--- config.mk ---
export PLATFORM = sky130hd
export DESIGN_NAME = stream_sync_gate
export DESIGN_NICKNAME = d
export VERILOG_FILES = /design/src/rtl/stream_sync_gate.sv
export SDC_FILE = /design/constraint.sdc
export NUM_CORES = 1
export LEC_CHECK = 0
export BUFFER_PORTS_ARGS = -buffer_cell sky130_fd_sc_hd__buf_2
export CORE_ASPECT_RATIO = 0.8
export CORE_MARGIN = 5
export CORE_UTILIZATION = 45
export DETAILED_ROUTE_END_ITERATION = 8
export PLACE_DENSITY = 0.77
export SLEW_MARGIN = 10
export SYNTH_ARGS = -nofsm -noshare
export SYNTH_HDL_FRONTEND = slang
export SYNTH_SLANG_ARGS = --single-unit
--- constraint.sdc ---
create_clock -name clk -period 2.6 [get_ports clk]
set_input_delay 0.26 -clock clk [delete_from_list [all_inputs] [get_ports clk]]
set_output_delay 0.26 -clock clk [all_outputs]
set_load 0.02 [all_outputs]
--- src/rtl/stream_sync_gate.sv ---
// stream_sync_gate: frame gate and stream checker for the multi-channel pixel stream.
// Stage 1 registers fval/lval/data and the enable condition; edges are taken from the
// registered copies. Stage 2 applies the gating FSM and drives the registered outputs.
// Only complete frames that start at a frame boundary are passed. Line count and
// line length are measured per frame, and a sticky error flags any line whose length
// differs from the first line.
module stream_sync_gate #(
    parameter int    DATA_WIDTH  = 10,
    parameter int    CHANNEL_NUM = 4,
    parameter int    CNT_WIDTH   = 16,
    parameter string GATE_MODE   = "FRAME"
) (
    input  logic                              clk,
    input  logic                              reset_n,
    input  logic                              i_clk_en,
    input  logic                              i_fval,
    input  logic                              i_lval,
    input  logic [DATA_WIDTH*CHANNEL_NUM-1:0] iv_pix_data,
    input  logic                              i_acq_en,
    input  logic                              i_encrypt_ok,
    output logic                              o_fval,
    output logic                              o_lval,
    output logic [DATA_WIDTH*CHANNEL_NUM-1:0] ov_pix_data,
    output logic [CNT_WIDTH-1:0]              ov_line_cnt,
    output logic [CNT_WIDTH-1:0]              ov_line_len,
    output logic                              o_frame_done,
    output logic                              o_line_err
);

    localparam int PIX_W     = DATA_WIDTH * CHANNEL_NUM;
    localparam bit IMMEDIATE = (GATE_MODE == "IMMEDIATE");

    typedef enum logic [1:0] {
        ST_IDLE   = 2'd0,
        ST_WAIT   = 2'd1,
        ST_ACTIVE = 2'd2,
        ST_DRAIN  = 2'd3
    } state_t;

    // Counters stop at all-ones instead of wrapping.
    function automatic logic [CNT_WIDTH-1:0] sat_inc(input logic [CNT_WIDTH-1:0] v);
        return (&v) ? v : v + 1'b1;
    endfunction

    // Stage 1 registers.
    logic             fval_p1_q, fval_p1_d;
    logic             lval_p1_q, lval_p1_d;
    logic             fval_dly_p1_q, fval_dly_p1_d;
    logic             lval_dly_p1_q, lval_dly_p1_d;
    logic             en_ok_p1_q, en_ok_p1_d;
    logic [PIX_W-1:0] data_p1_q, data_p1_d;

    // Stage 2 control and outputs.
    state_t               state_q, state_d;
    logic                 out_fval_q, out_fval_d;
    logic                 out_lval_q, out_lval_d;
    logic [PIX_W-1:0]     out_pix_q, out_pix_d;
    logic [CNT_WIDTH-1:0] out_line_cnt_q, out_line_cnt_d;
    logic [CNT_WIDTH-1:0] out_line_len_q, out_line_len_d;
    logic                 out_done_q, out_done_d;
    logic                 line_err_q, line_err_d;
    logic [CNT_WIDTH-1:0] pix_cnt_q, pix_cnt_d;
    logic [CNT_WIDTH-1:0] line_cnt_q, line_cnt_d;
    logic [CNT_WIDTH-1:0] len_q, len_d;
    logic                 first_line_q, first_line_d;
    logic                 stop_pend_q, stop_pend_d;

    // Edge detection on the registered stream; lval is masked by fval.
    logic mlval_cur, mlval_prev, fval_rise, fval_fall, line_start, line_end;
    assign mlval_cur  = lval_p1_q & fval_p1_q;
    assign mlval_prev = lval_dly_p1_q & fval_dly_p1_q;
    assign fval_rise  = fval_p1_q & ~fval_dly_p1_q;
    assign fval_fall  = ~fval_p1_q & fval_dly_p1_q;
    assign line_start = mlval_cur & ~mlval_prev;
    assign line_end   = ~mlval_cur & mlval_prev;

    logic frame_start;
    logic pass;

    // Next-state, counting and output computation; everything holds on disabled beats.
    always_comb begin
        fval_p1_d      = fval_p1_q;
        lval_p1_d      = lval_p1_q;
        fval_dly_p1_d  = fval_dly_p1_q;
        lval_dly_p1_d  = lval_dly_p1_q;
        en_ok_p1_d     = en_ok_p1_q;
        data_p1_d      = data_p1_q;
        state_d        = state_q;
        out_fval_d     = out_fval_q;
        out_lval_d     = out_lval_q;
        out_pix_d      = out_pix_q;
        out_line_cnt_d = out_line_cnt_q;
        out_line_len_d = out_line_len_q;
        out_done_d     = 1'b0;
        line_err_d     = line_err_q;
        pix_cnt_d      = pix_cnt_q;
        line_cnt_d     = line_cnt_q;
        len_d          = len_q;
        first_line_d   = first_line_q;
        stop_pend_d    = stop_pend_q;
        frame_start    = 1'b0;
        pass           = 1'b0;

        if (i_clk_en) begin
            // ---- stage 1: capture inputs and keep one beat of history ----
            fval_p1_d     = i_fval;
            lval_p1_d     = i_lval;
            fval_dly_p1_d = fval_p1_q;
            lval_dly_p1_d = lval_p1_q;
            en_ok_p1_d    = i_acq_en & i_encrypt_ok;
            data_p1_d     = iv_pix_data;

            // ---- stage 2: gating FSM ----
            case (state_q)
                ST_IDLE: begin
                    // A frame running at reset release must finish before we arm.
                    if (!i_fval) state_d = ST_WAIT;
                end
                ST_WAIT: begin
                    if (fval_rise && en_ok_p1_q) begin
                        frame_start = 1'b1;
                        pass        = 1'b1;
                        state_d     = ST_ACTIVE;
                    end
                end
                ST_ACTIVE: begin
                    pass = 1'b1;
                    if (IMMEDIATE && (stop_pend_q || !en_ok_p1_q)) begin
                        // Let the current line finish, then cut the frame.
                        if (mlval_cur) begin
                            stop_pend_d = 1'b1;
                        end else begin
                            pass    = 1'b0;
                            state_d = ST_DRAIN;
                        end
                    end
                end
                ST_DRAIN: begin
                    if (!fval_p1_q) state_d = ST_WAIT;
                end
                default: state_d = ST_IDLE;
            endcase

            if (frame_start) begin
                line_cnt_d   = '0;
                len_d        = '0;
                line_err_d   = 1'b0;
                first_line_d = 1'b1;
                stop_pend_d  = 1'b0;
                pix_cnt_d    = '0;
            end

            if (frame_start || state_q == ST_ACTIVE) begin
                if (mlval_cur) pix_cnt_d = line_start ? CNT_WIDTH'(1) : sat_inc(pix_cnt_q);
                // A line truncated by the fval fall ends here too and is checked.
                if (line_end) begin
                    if (first_line_q) begin
                        len_d        = pix_cnt_q;
                        first_line_d = 1'b0;
                    end else if (pix_cnt_q != len_q) begin
                        line_err_d = 1'b1;
                    end
                    line_cnt_d = sat_inc(line_cnt_q);
                end
                if (state_q == ST_ACTIVE && state_d == ST_ACTIVE && fval_fall) begin
                    out_line_cnt_d = line_cnt_d;
                    out_line_len_d = len_d;
                    out_done_d     = 1'b1;
                    state_d        = ST_WAIT;
                end
            end

            out_fval_d = pass & fval_p1_q;
            out_lval_d = pass & mlval_cur;
            out_pix_d  = (pass && mlval_cur) ? data_p1_q : '0;
        end
    end

    // Control and output registers with asynchronous reset.
    always_ff @(posedge clk or negedge reset_n) begin
        if (!reset_n) begin
            fval_p1_q      <= 1'b0;
            lval_p1_q      <= 1'b0;
            fval_dly_p1_q  <= 1'b0;
            lval_dly_p1_q  <= 1'b0;
            en_ok_p1_q     <= 1'b0;
            state_q        <= ST_IDLE;
            out_fval_q     <= 1'b0;
            out_lval_q     <= 1'b0;
            out_pix_q      <= '0;
            out_line_cnt_q <= '0;
            out_line_len_q <= '0;
            out_done_q     <= 1'b0;
            line_err_q     <= 1'b0;
            pix_cnt_q      <= '0;
            line_cnt_q     <= '0;
            len_q          <= '0;
            first_line_q   <= 1'b0;
            stop_pend_q    <= 1'b0;
        end else begin
            fval_p1_q      <= fval_p1_d;
            lval_p1_q      <= lval_p1_d;
            fval_dly_p1_q  <= fval_dly_p1_d;
            lval_dly_p1_q  <= lval_dly_p1_d;
            en_ok_p1_q     <= en_ok_p1_d;
            state_q        <= state_d;
            out_fval_q     <= out_fval_d;
            out_lval_q     <= out_lval_d;
            out_pix_q      <= out_pix_d;
            out_line_cnt_q <= out_line_cnt_d;
            out_line_len_q <= out_line_len_d;
            out_done_q     <= out_done_d;
            line_err_q     <= line_err_d;
            pix_cnt_q      <= pix_cnt_d;
            line_cnt_q     <= line_cnt_d;
            len_q          <= len_d;
            first_line_q   <= first_line_d;
            stop_pend_q    <= stop_pend_d;
        end
    end

    // Stage-1 pixel data needs no reset: it only reaches the output while lval is gated on.
    always_ff @(posedge clk) begin
        data_p1_q <= data_p1_d;
    end

    assign o_fval       = out_fval_q;
    assign o_lval       = out_lval_q;
    assign ov_pix_data  = out_pix_q;
    assign ov_line_cnt  = out_line_cnt_q;
    assign ov_line_len  = out_line_len_q;
    assign o_frame_done = out_done_q;
    assign o_line_err   = line_err_q;

endmodule

==> flow_metrics.env <==
export IMPL_drv_slew=0
export IMPL_r2r_start="state_q[1]"
export IMPL_finalWirelength_um=17700
export IMPL_rows=42
export IMPL_synth_async_reset_ratio_pct=76.7
export IMPL_syn_to_final_growth_pct=24.8
export IMPL_die_h_um=125
export IMPL_post_route_period_util_pct=90.6
export IMPL_antennaDiodeCount=0
export IMPL_fmax_mhz=424
export IMPL_syn_avg_cell_area_um2=11.3
export IMPL_crit_arrival_ns=2.72
export IMPL_synth_compound_gate_area_share_pct=17.5
export IMPL_initial_core_util_pct=45.3
export IMPL_postCtsSetupBuffers=0
export IMPL_synth_simple_gate_area_share_pct=13.7
export IMPL_p_comb_share_pct=13.7
export IMPL_synth_fa_ha_area_share_pct=1.18
export IMPL_relSlewSlack_pct=25.3
export IMPL_critPathMaxFanout=16
export IMPL_yosysTopAreaCell="dfrtp_1"
export IMPL_whs_endpoint="data_p1_q[3]"
export IMPL_r2r_end="len_q[8]"
export IMPL_worst_setup_path_start_kind="flop"
export IMPL_cts_max_level=4
export IMPL_p_sw_share_pct=29.2
export IMPL_post_route_util_pct=56.5
export IMPL_seqPwrFrac_pct=48.4
export IMPL_drt_iter0_markers=391
export IMPL_yosys_area_top_type_share_pct=44.5
export IMPL_tightestPinTransition_ns=1.11
export IMPL_grt_pass1_wl_um=29200
export IMPL_avgViaCountPerCell=5.54
export IMPL_min_delay_start="iv_pix_data[3]"
export IMPL_end_kind="flop"
export IMPL_internal_power_w=0.00461
export IMPL_antenna_found_initial=0
export IMPL_outcome="finished clean"
export IMPL_yosys_warnings=0
export IMPL_p_switching_w=0.00190
export IMPL_ys_types=54
export IMPL_cts_root_buf="clkbuf_16"
export IMPL_vias=5765
export IMPL_io_buffers=122
export IMPL_synth_xor_area_share_pct=2.83
export IMPL_ant_nets=0
export IMPL_ys_seq_elements=172
export IMPL_hold_viol_final=0
export IMPL_maxCapViolCount=0
export IMPL_syn_area_um2=7420
export IMPL_gr_max_usage_layer="met1"
export IMPL_synth_edf_count=40
export IMPL_die_area_um2=19200
export IMPL_clk_path_buf_depth=2
export IMPL_peakVddDrop_v=0.000585
export IMPL_grtUsageTotal_pct=18.8
export IMPL_use_met3_pct=6.29
export IMPL_die_w_um=154
export IMPL_p_leak_nw=4.17
export IMPL_grt_max_degree=99
export IMPL_grt_pass1_vias=5519
export IMPL_rsz0062_at_grt="false"
export IMPL_hpwl_um=11200
export IMPL_p_per_area_nw_per_um2=704
export IMPL_skew_ns=0.00658
export IMPL_synth_fp_nets=711
export IMPL_gp_congestion=0.841
export IMPL_drive_gt1_share_pct=23.9
export IMPL_synth_area_leaders="dfrtp_1 44%, edfxtp_1 16%, a22o_1 7.1%"
export IMPL_postSynthCellCount=657
export IMPL_synth_top_family_by_area="compound AO/OA/AOI/OAI gates"
export IMPL_io_pins=123
export IMPL_synthMuxAreaShare_pct=0.758
export IMPL_globalRouteMet2Util_pct=27.0
export IMPL_cts_buffers=17
export IMPL_grt_util_met1_pct=27.3
export IMPL_min_period_ns=2.36
export IMPL_wl_per_cell_um=17.0
export IMPL_finalSetupViolCount=0
export IMPL_drc=0
export IMPL_coreArea_um2=16400
export IMPL_numClockSinks=172
export IMPL_r2r_slack_ns=0.24
export IMPL_final_cell_mix="132 x dfrtp_1, 121 x buf_2, 60 x a22o_1"
export IMPL_overflow=0
export IMPL_path_class="flop to flop"
export IMPL_seq_area_frac_synth_pct=60.7
export IMPL_synthFlopType="dfrtp_1"
export IMPL_clock_latency_ns=0.43
export IMPL_clkTransAtPathRegs_ns=0.07
export IMPL_nets=861
export IMPL_finalSetupTns_ns=0
export IMPL_cts_tree="yes"
export IMPL_hold_class="input pin to flop"
export IMPL_p_clk_share_pct=37.9
export IMPL_first_pass_iters=5
export IMPL_hold_depth=1
export IMPL_worst_r2r_cell_count=6
export IMPL_final_common_cell="dfrtp_1"
export IMPL_required_ns=2.96
sequential cells by signal (all words and copies together) (netlist names):
register / cells
o_lval: 1
pix_cnt_q: 16
len_q: 16
line_cnt_q: 16
ov_pix_data: 40
en_ok_p1_q: 1
lval_p1_q: 1
lval_dly_p1_q: 1
ov_line_cnt: 16
fval_dly_p1_q: 1
ov_line_len: 16
first_line_q: 1
o_fval: 1
data_p1_q: 40
state_q: 2
fval_p1_q: 1
o_line_err: 1
o_frame_done: 1
final cells by class:
| cell class | instances | area (µm²) |
|---|---|---|
| clock buffer | 17 | 425 |
| fill | 1336 | 7130 |
| clock inverter | 15 | 153 |
| inverter | 8 | 30.0 |
| tap | 220 | 275 |
| sequential | 172 | 4500 |
| multi-input combinational | 424 | 2670 |
| timing repair buffer | 184 | 1200 |
power groups by stage:
stage          clock network (W)  logic, W  registers [W]
4_1_cts                  0.00251  0.000890        0.00315
2_1_floorplan                  0  0.000479        0.00323
3_5_place_dp                   0  0.000841        0.00320
5_1_grt                  0.00264  0.000994        0.00319
6_report                 0.00247  0.000894        0.00315
3_3_place_gp                   0  0.000830        0.00319
cells in the mapped netlist, types with 2 or more instances:
master and instances:
a21o_1 3, a21oi_1 27, a22o_1 60, a31oi_1 24, a41oi_1 5, and2_1 6, and3_1 4, buf_2 16
clkbuf_1 36, dfrtp_1 132, edfxtp_1 40, ha_1 7, inv_1 7, mux2_2 5, nand2_1 54, nand2b_1 4
nand3_1 33, nand4_1 13, nand4_2 2, nor2_1 47, nor3_1 12, nor4_1 6, o211ai_1 5, o21ai_0 39
o21ai_1 3, o22a_1 2, o22ai_1 2, o31ai_1 8, or2_2 2, or3_1 5, or4_1 3, xnor2_1 22
xor2_1 2
worst max-delay path: stages (launching register included):
cell and delay, ns:
dfrtp_1 0.42, inv_1 0.10, ha_1 0.21, and3b_1 0.21, and2_1 0.22, o21ai_1 0.88, a22o_1 0.25
logic make-up after synthesis:
group,Yosys count
buffers and inverters,61
XOR/XNOR,24
AND/OR/NAND/NOR,201
flip-flops,172
multiplexers,5
AO/OA/AOI/OAI,187
adder cells (fa/ha/maj),7
stage by stage:
stage               instance area (µm²)  instances  setup slack [ns]  total power (W)  hold slack (ns)
floorplan                          7420        657             0.601          0.00371          -0.0356
global placement                   8290        969             0.300          0.00402            0.430
detailed placement                 8290        969             0.211          0.00404            0.429
CTS                                9250       1039             0.169          0.00654          0.00282
global route                       9260       1040          0.000812          0.00682           0.0113
finish                             9260       1040             0.244          0.00652           0.0308
how the worst max path moves through the flow:
stage	startpoint	end	slack (ns)	cells after the start
after floorplan	state_q[1]	len_q[10]	0.60	8
after global placement	pix_cnt_q[0]	pix_cnt_q[14]	0.30	6
after global routing	pix_cnt_q[0]	pix_cnt_q[14]	0.0008	6
after CTS	state_q[1]	len_q[8]	0.17	7
final	state_q[1]	len_q[8]	0.24	6
after detailed placement	state_q[1]	len_q[8]	0.21	7
what timing repair did:
action | in CTS | in global routing
resized for setup | 0 | 1
hold endpoints to repair | 134 | 1
hold buffers | 38 | 1
setup endpoints to repair | 0 | 5
layer usage:
metal	vias up	wire [µm]
li1	2733	-
met1	2786	8230
met2	231	7730
met4	0	182
met5	-	0
met3	15	1560
Power figures use the tool's default switching activity.
